==> config.mk <==
export PLATFORM = sky130hd
export DESIGN_NAME = irq_ctrl
export DESIGN_NICKNAME = d
export VERILOG_FILES = /design/src/rtl/irq_ctrl.sv
export SDC_FILE = /design/constraint.sdc
export NUM_CORES = 1
export LEC_CHECK = 0
export ABC_AREA = 1
export CAP_MARGIN = 20
export CORE_UTILIZATION = 24
export CTS_CLUSTER_DIAMETER = 40
export CTS_CLUSTER_SIZE = 28
export DETAILED_ROUTE_END_ITERATION = 6
export PLACE_DENSITY = 0.8
export SYNTH_ARGS = -nofsm -noshare
export SYNTH_HDL_FRONTEND = slang
export SYNTH_SLANG_ARGS = --single-unit
==> constraint.sdc <==
create_clock -name clk -period 1.2 [get_ports clk]
set_clock_uncertainty 0.2 [all_clocks]
set_input_delay 0.3 -clock clk [delete_from_list [all_inputs] [get_ports clk]]
set_output_delay 0.3 -clock clk [all_outputs]
set_load 0.05 [all_outputs]
==> src/rtl/irq_ctrl.sv <==
// ---------------------------------------------------------------------------
// irq_ctrl
//
// Purpose:
//   Small interrupt controller that arbitrates three sources (software MSIP,
//   timer level, external line) into a single request/cause pair for a core.
//   The external line is synchronised and, depending on EXT_EDGE, is either
//   latched on its rising edge into a sticky pending bit or used as a level.
//   A tiny register port lets software set MSIP, clear the external pending
//   bit and read back the source status.
//
// Parameters:
//   SWI_ADDR  word address of the MSIP register
//   EXT_ADDR  word address of the external status / clear register
//   EXT_EDGE  1 = external line is rising-edge latched, 0 = level
//
// Ports:
//   clk        single clock
//   resetb     asynchronous reset, active high (1 = in reset)
//   timer_irq  level interrupt from the timer, synchronous to clk
//   ext_irq    asynchronous external interrupt line
//   wready     write request valid this cycle
//   wvalid     tied to 1
//   waddr      write address
//   wdata      write data
//   wstrb      byte strobes (only byte 0 matters)
//   rready     read request valid this cycle
//   rvalid     tied to 1
//   raddr      read address
//   rresp      read data valid, one cycle after rready
//   rdata      read data
//   irq_req    interrupt request to the core
//   irq_cause  0 none, 1 software, 2 timer, 3 external
//   irq_ack    core accepts the current request
// ---------------------------------------------------------------------------
module irq_ctrl #(
  parameter logic [31:0] SWI_ADDR = 32'h9000_0010,
  parameter logic [31:0] EXT_ADDR = 32'h9000_0014,
  parameter int          EXT_EDGE = 1
) (
  input  logic        clk,
  input  logic        resetb,
  input  logic        timer_irq,
  input  logic        ext_irq,
  input  logic        wready,
  output logic        wvalid,
  input  logic [31:0] waddr,
  input  logic [31:0] wdata,
  input  logic [3:0]  wstrb,
  input  logic        rready,
  output logic        rvalid,
  input  logic [31:0] raddr,
  output logic        rresp,
  output logic [31:0] rdata,
  output logic        irq_req,
  output logic [1:0]  irq_cause,
  input  logic        irq_ack
);

  typedef enum logic [1:0] {
    IDLE = 2'd0,
    REQ  = 2'd1,
    HOLD = 2'd2
  } state_t;

  localparam logic [1:0] CAUSE_NONE = 2'd0;
  localparam logic [1:0] CAUSE_SWI  = 2'd1;
  localparam logic [1:0] CAUSE_TMR  = 2'd2;
  localparam logic [1:0] CAUSE_EXT  = 2'd3;

  state_t      state_q;
  logic        irqReq_q;
  logic [1:0]  irqCause_q;

  logic        syncMeta_q;
  logic        extS_q;
  logic        extPrev_q;
  logic        extPend_q;
  logic        msip_q;
  logic        rresp_q;
  logic [31:0] rdata_q;

  logic        extPend_d;
  logic        msip_d;
  logic [31:0] rdata_d;

  logic        extPend;
  logic        extRise;
  logic        swiWrite;
  logic        extClrWrite;
  logic        ackExtClr;
  logic        causeActive;
  logic [1:0]  topCause;

  // Only bit 0 of the write data and strobe carry meaning in this block.
  logic        unusedBits;
  assign unusedBits = ^{wdata[31:1], wstrb[3:1]};

  assign wvalid    = 1'b1;
  assign rvalid    = 1'b1;
  assign rresp     = rresp_q;
  assign rdata     = rdata_q;
  assign irq_req   = irqReq_q;
  assign irq_cause = irqCause_q;

  // In level mode the synchronised line itself is the pending source.
  assign extPend     = (EXT_EDGE != 0) ? extPend_q : extS_q;
  assign extRise     = extS_q & ~extPrev_q;
  assign swiWrite    = wready && (waddr == SWI_ADDR) && wstrb[0];
  assign extClrWrite = wready && (waddr == EXT_ADDR) && wstrb[0] && wdata[0];
  // Accepting an external request consumes the latched edge.
  assign ackExtClr   = (state_q == REQ) && irq_ack && (irqCause_q == CAUSE_EXT);

  // Fixed priority: external beats software beats timer.
  always_comb begin
    topCause = CAUSE_NONE;
    if (extPend) begin
      topCause = CAUSE_EXT;
    end else if (msip_q) begin
      topCause = CAUSE_SWI;
    end else if (timer_irq) begin
      topCause = CAUSE_TMR;
    end
  end

  // Is the source that won arbitration still asserting?
  always_comb begin
    causeActive = 1'b0;
    case (irqCause_q)
      CAUSE_SWI: causeActive = msip_q;
      CAUSE_TMR: causeActive = timer_irq;
      CAUSE_EXT: causeActive = extPend;
      default:   causeActive = 1'b0;
    endcase
  end

  // Next state of the sticky external pending bit; a fresh edge always wins
  // over a software or acknowledge clear landing in the same cycle.
  always_comb begin
    extPend_d = extPend_q;
    if (EXT_EDGE != 0) begin
      if (extRise) begin
        extPend_d = 1'b1;
      end else if (extClrWrite || ackExtClr) begin
        extPend_d = 1'b0;
      end
    end else begin
      extPend_d = 1'b0;
    end
  end

  // MSIP and read-data next state; unmapped reads keep the old data.
  always_comb begin
    msip_d  = swiWrite ? wdata[0] : msip_q;
    rdata_d = rdata_q;
    if (rready) begin
      if (raddr == SWI_ADDR) begin
        rdata_d = {31'b0, msip_q};
      end else if (raddr == EXT_ADDR) begin
        rdata_d = {29'b0, timer_irq, extS_q, extPend};
      end
    end
  end

  // Synchroniser, edge history, software registers and read port.
  always_ff @(posedge clk or posedge resetb) begin
    if (resetb) begin
      syncMeta_q <= 1'b0;
      extS_q     <= 1'b0;
      extPrev_q  <= 1'b0;
      extPend_q  <= 1'b0;
      msip_q     <= 1'b0;
      rresp_q    <= 1'b0;
      rdata_q    <= 32'b0;
    end else begin
      syncMeta_q <= ext_irq;
      extS_q     <= syncMeta_q;
      extPrev_q  <= extS_q;
      extPend_q  <= extPend_d;
      msip_q     <= msip_d;
      rresp_q    <= rready;
      rdata_q    <= rdata_d;
    end
  end

  // Request handshake FSM with registered request and cause outputs. The
  // cause is frozen on entry to REQ so the core sees a stable value.
  always_ff @(posedge clk or posedge resetb) begin
    if (resetb) begin
      state_q    <= IDLE;
      irqReq_q   <= 1'b0;
      irqCause_q <= CAUSE_NONE;
    end else begin
      case (state_q)
        IDLE: begin
          if (topCause != CAUSE_NONE) begin
            state_q    <= REQ;
            irqReq_q   <= 1'b1;
            irqCause_q <= topCause;
          end
        end
        REQ: begin
          if (irq_ack) begin
            state_q    <= HOLD;
            irqReq_q   <= 1'b0;
            irqCause_q <= CAUSE_NONE;
          end else if (!causeActive) begin
            state_q    <= IDLE;
            irqReq_q   <= 1'b0;
            irqCause_q <= CAUSE_NONE;
          end
        end
        HOLD: begin
          state_q    <= IDLE;
          irqReq_q   <= 1'b0;
          irqCause_q <= CAUSE_NONE;
        end
        default: begin
          state_q    <= IDLE;
          irqReq_q   <= 1'b0;
          irqCause_q <= CAUSE_NONE;
        end
      endcase
    end
  end

endmodule

==> flow_summary.json <==
{
  "status": "complete, but fails checks",
  "violations": "negative setup slack",
  "grt_pass1_wl_um": 5250,
  "crit_slowest_cell": "dfrtp_2",
  "drtIter0Drc": 28,
  "cts_buffer_depth": 2,
  "clock_insertion_delay_worst_skew_ps": 240,
  "gp_congestion": 0.817,
  "synth.cell_area_um2": 1230,
  "cts_tree": "built",
  "num_antenna_cells": 0,
  "clk_pin_slew_worst_paths_ps": 60,
  "cts_buffers": 3,
  "io_pins": 145,
  "fin_util_pct": 47.9,
  "wl_per_cell_um": 9.40,
  "ys_types": 19,
  "syn_inst": 199,
  "wl_um": 3400,
  "slowest_delay_ps": 420,
  "synth_seq_cells": 13,
  "fill_cells": 502,
  "grt_pass1_vias": 1386,
  "p_per_area_nw_per_um2": 1130,
  "synth_top_flop_cell": "dfrtp_1",
  "reg2reg_from": "irq_cause[1]",
  "overflow": 0,
  "syn_area_per_cell_um2": 6.19,
  "place_hpwl_um": 2650,
  "max_freq_mhz": 708,
  "drv_cap": 0,
  "cp_max_fo": 2,
  "htreeDepth": 1,
  "cp.arrival_ps": 910,
  "mostFrequentLayoutCell": "conb_1",
  "critical_path_class": "flip-flop to output pin",
  "setup_violations": 12,
  "cts.sinks": 13,
  "hp-start": "syncMeta_q",
  "layout-drive-gt1-share_pct": 49.0,
  "detail-route-antenna-nets": 0,
  "fin_nets": 402,
  "cp-end-kind": "output pin",
  "final_cell_mix": "31 x conb_1, 27 x nor2_1, 25 x nand2_1, 20 x clkbuf_2",
  "antenna_found_initial": 0,
  "syn2layout_area_growth_pct": 87.4,
  "start_kind": "flip-flop",
  "hold_class": "flip-flop to flip-flop",
  "drcViolationCount": 0,
  "peakVddDrop_mv": 0.365,
  "synth-edff-count": 0,
  "start_util_pct": 25.6,
  "p_leak_nw": 1.19,
  "timing.final.crit_share_pct": 118,
  "rsz0062_at_grt": "true",
  "fp.dieArea_um2": 5420,
  "vias_per_cell": 4.01,
  "num_vias": 1449,
  "io_buffer_count": 79,
  "period_needed_ps": 1410,
  "stdcell_count": 361,
  "core-area_um2": 4820,
  "grt_max_degree": 14,
  "die_y_um": 73.6,
  "dp_cells": 351,
  "required_ps": 700,
  "ys_seq_area_share_pct": 26.4,
  "firstDrtPassIters": 3,
  "ys_warn_count": 0,
  "num_rows": 25,
  "final.setup.worst_slack_ps": -213,
  "grt_use_total_pct": 12.2,
  "die_w_um": 73.6,
  "cts-root-buf": "clkbuf_8",
  "cts_hold_buf": 0,
  "path_cells": "buf_6 -> buf_12",
  "async_flop_share_pct": 100,
  "crit_start": "irq_cause[1]",
  "hold_violations": 0,
  "slew_violations": 0
}
==> where the power goes <==
| group | internal [mW] | total, mW | switching, mW |
|---|---|---|---|
| sequential | 0.531 | 0.618 | 0.0873 |
| combinational | 0.728 | 1.61 | 0.881 |
| clock | 0.234 | 0.382 | 0.148 |
==> cells by family (layout without fill, tap and decap cells) <==
logic type,after synthesis,after routing,share of synthesized area (%)
simple gates,113,113,39.9
buf+inv,59,125,27.4
flops,13,13,26.4
compound gates,12,12,5.59
other cells,2,31,0.610
==> worst paths after layout <==
path                           endpoint  slack [ps]  cells after the start
min in group asynchronous    syncMeta_q         160                      3
max in group asynchronous  irq_cause[1]         510                      3
max reg2reg                irq_cause[1]        -160                      7
min reg2reg                      extS_q         150                      0
min                              extS_q         150                      0
max                        irq_cause[1]        -210                      2
==> layout make-up <==
| class | count | area (um^2) | area share, % |
|---|---|---|---|
| clock buffers | 4 | 45.0 | 1.95 |
| inverters | 28 | 113 | 4.88 |
| multi-input cells | 156 | 913 | 39.6 |
| flip-flops and latches | 13 | 329 | 14.3 |
| well taps | 67 | 83.8 | 3.63 |
| repair buffers | 93 | 823 | 35.7 |
==> cells in the mapped netlist, types with 2 or more instances <==
cell | n | area (um^2)
o21ai_2 | 2 | 17.5
nor3_1 | 4 | 20.0
inv_1 | 27 | 101
nand3_1 | 9 | 45.0
o21ai_0 | 7 | 35.0
nand2_1 | 42 | 158
buf_4 | 31 | 233
nor2_2 | 6 | 37.5
nand4_1 | 4 | 25.0
conb_1 | 2 | 7.51
nand2_2 | 4 | 25.0
dfrtp_1 | 13 | 325
a21oi_1 | 2 | 10.0
nor2_1 | 41 | 154
==> registers in the layout, summed over array words and instances (netlist names) <==
signal      count
rdata           3
extPend         1
irq_cause       2
msip_q          1
state_q         1
extS_q          1
extPrev_q       1
syncMeta_q      1
rresp           1
irq_req         1
==> worst max-delay path, delay by kind of cell (launching register included) <==
| kind | cells | cell delay (ps) |
|---|---|---|
| buffers and inverters | 2 | 250 |
| flip-flops | 1 | 420 |
==> per-stage QoR <==
| step | TNS [ps] | hold slack (ps) | worst slack, ps | power (mW) | cell area, um^2 |
|---|---|---|---|---|---|
| after floorplan | -404 | -23.2 | -145 | 1.33 | 1370 |
| after global placement | -3900 | 134 | -621 | 1.91 | 2160 |
| after detailed placement | -4150 | 135 | -673 | 1.93 | 2160 |
| after CTS | -1500 | 147 | -210 | 2.42 | 2170 |
| after global routing | -1930 | 149 | -232 | 2.75 | 2310 |
| final | -1460 | 147 | -213 | 2.61 | 2310 |
==> repair_timing <==
action,in CTS,in global routing
pin swaps,74,67
gates resized for setup,174,102
buffers inserted,4,2
endpoints found under the setup margin,15,15
==> layer usage <==
metal	vias to the layer above	routed length (um)	global-route usage [%]
li1	732	-	-
met1	648	1160	12.6
met2	63	1960	24.2
met3	6	204	1.65
met4	0	63	5.34
met5	-	0	0
Power figures use the tool's default switching activity.
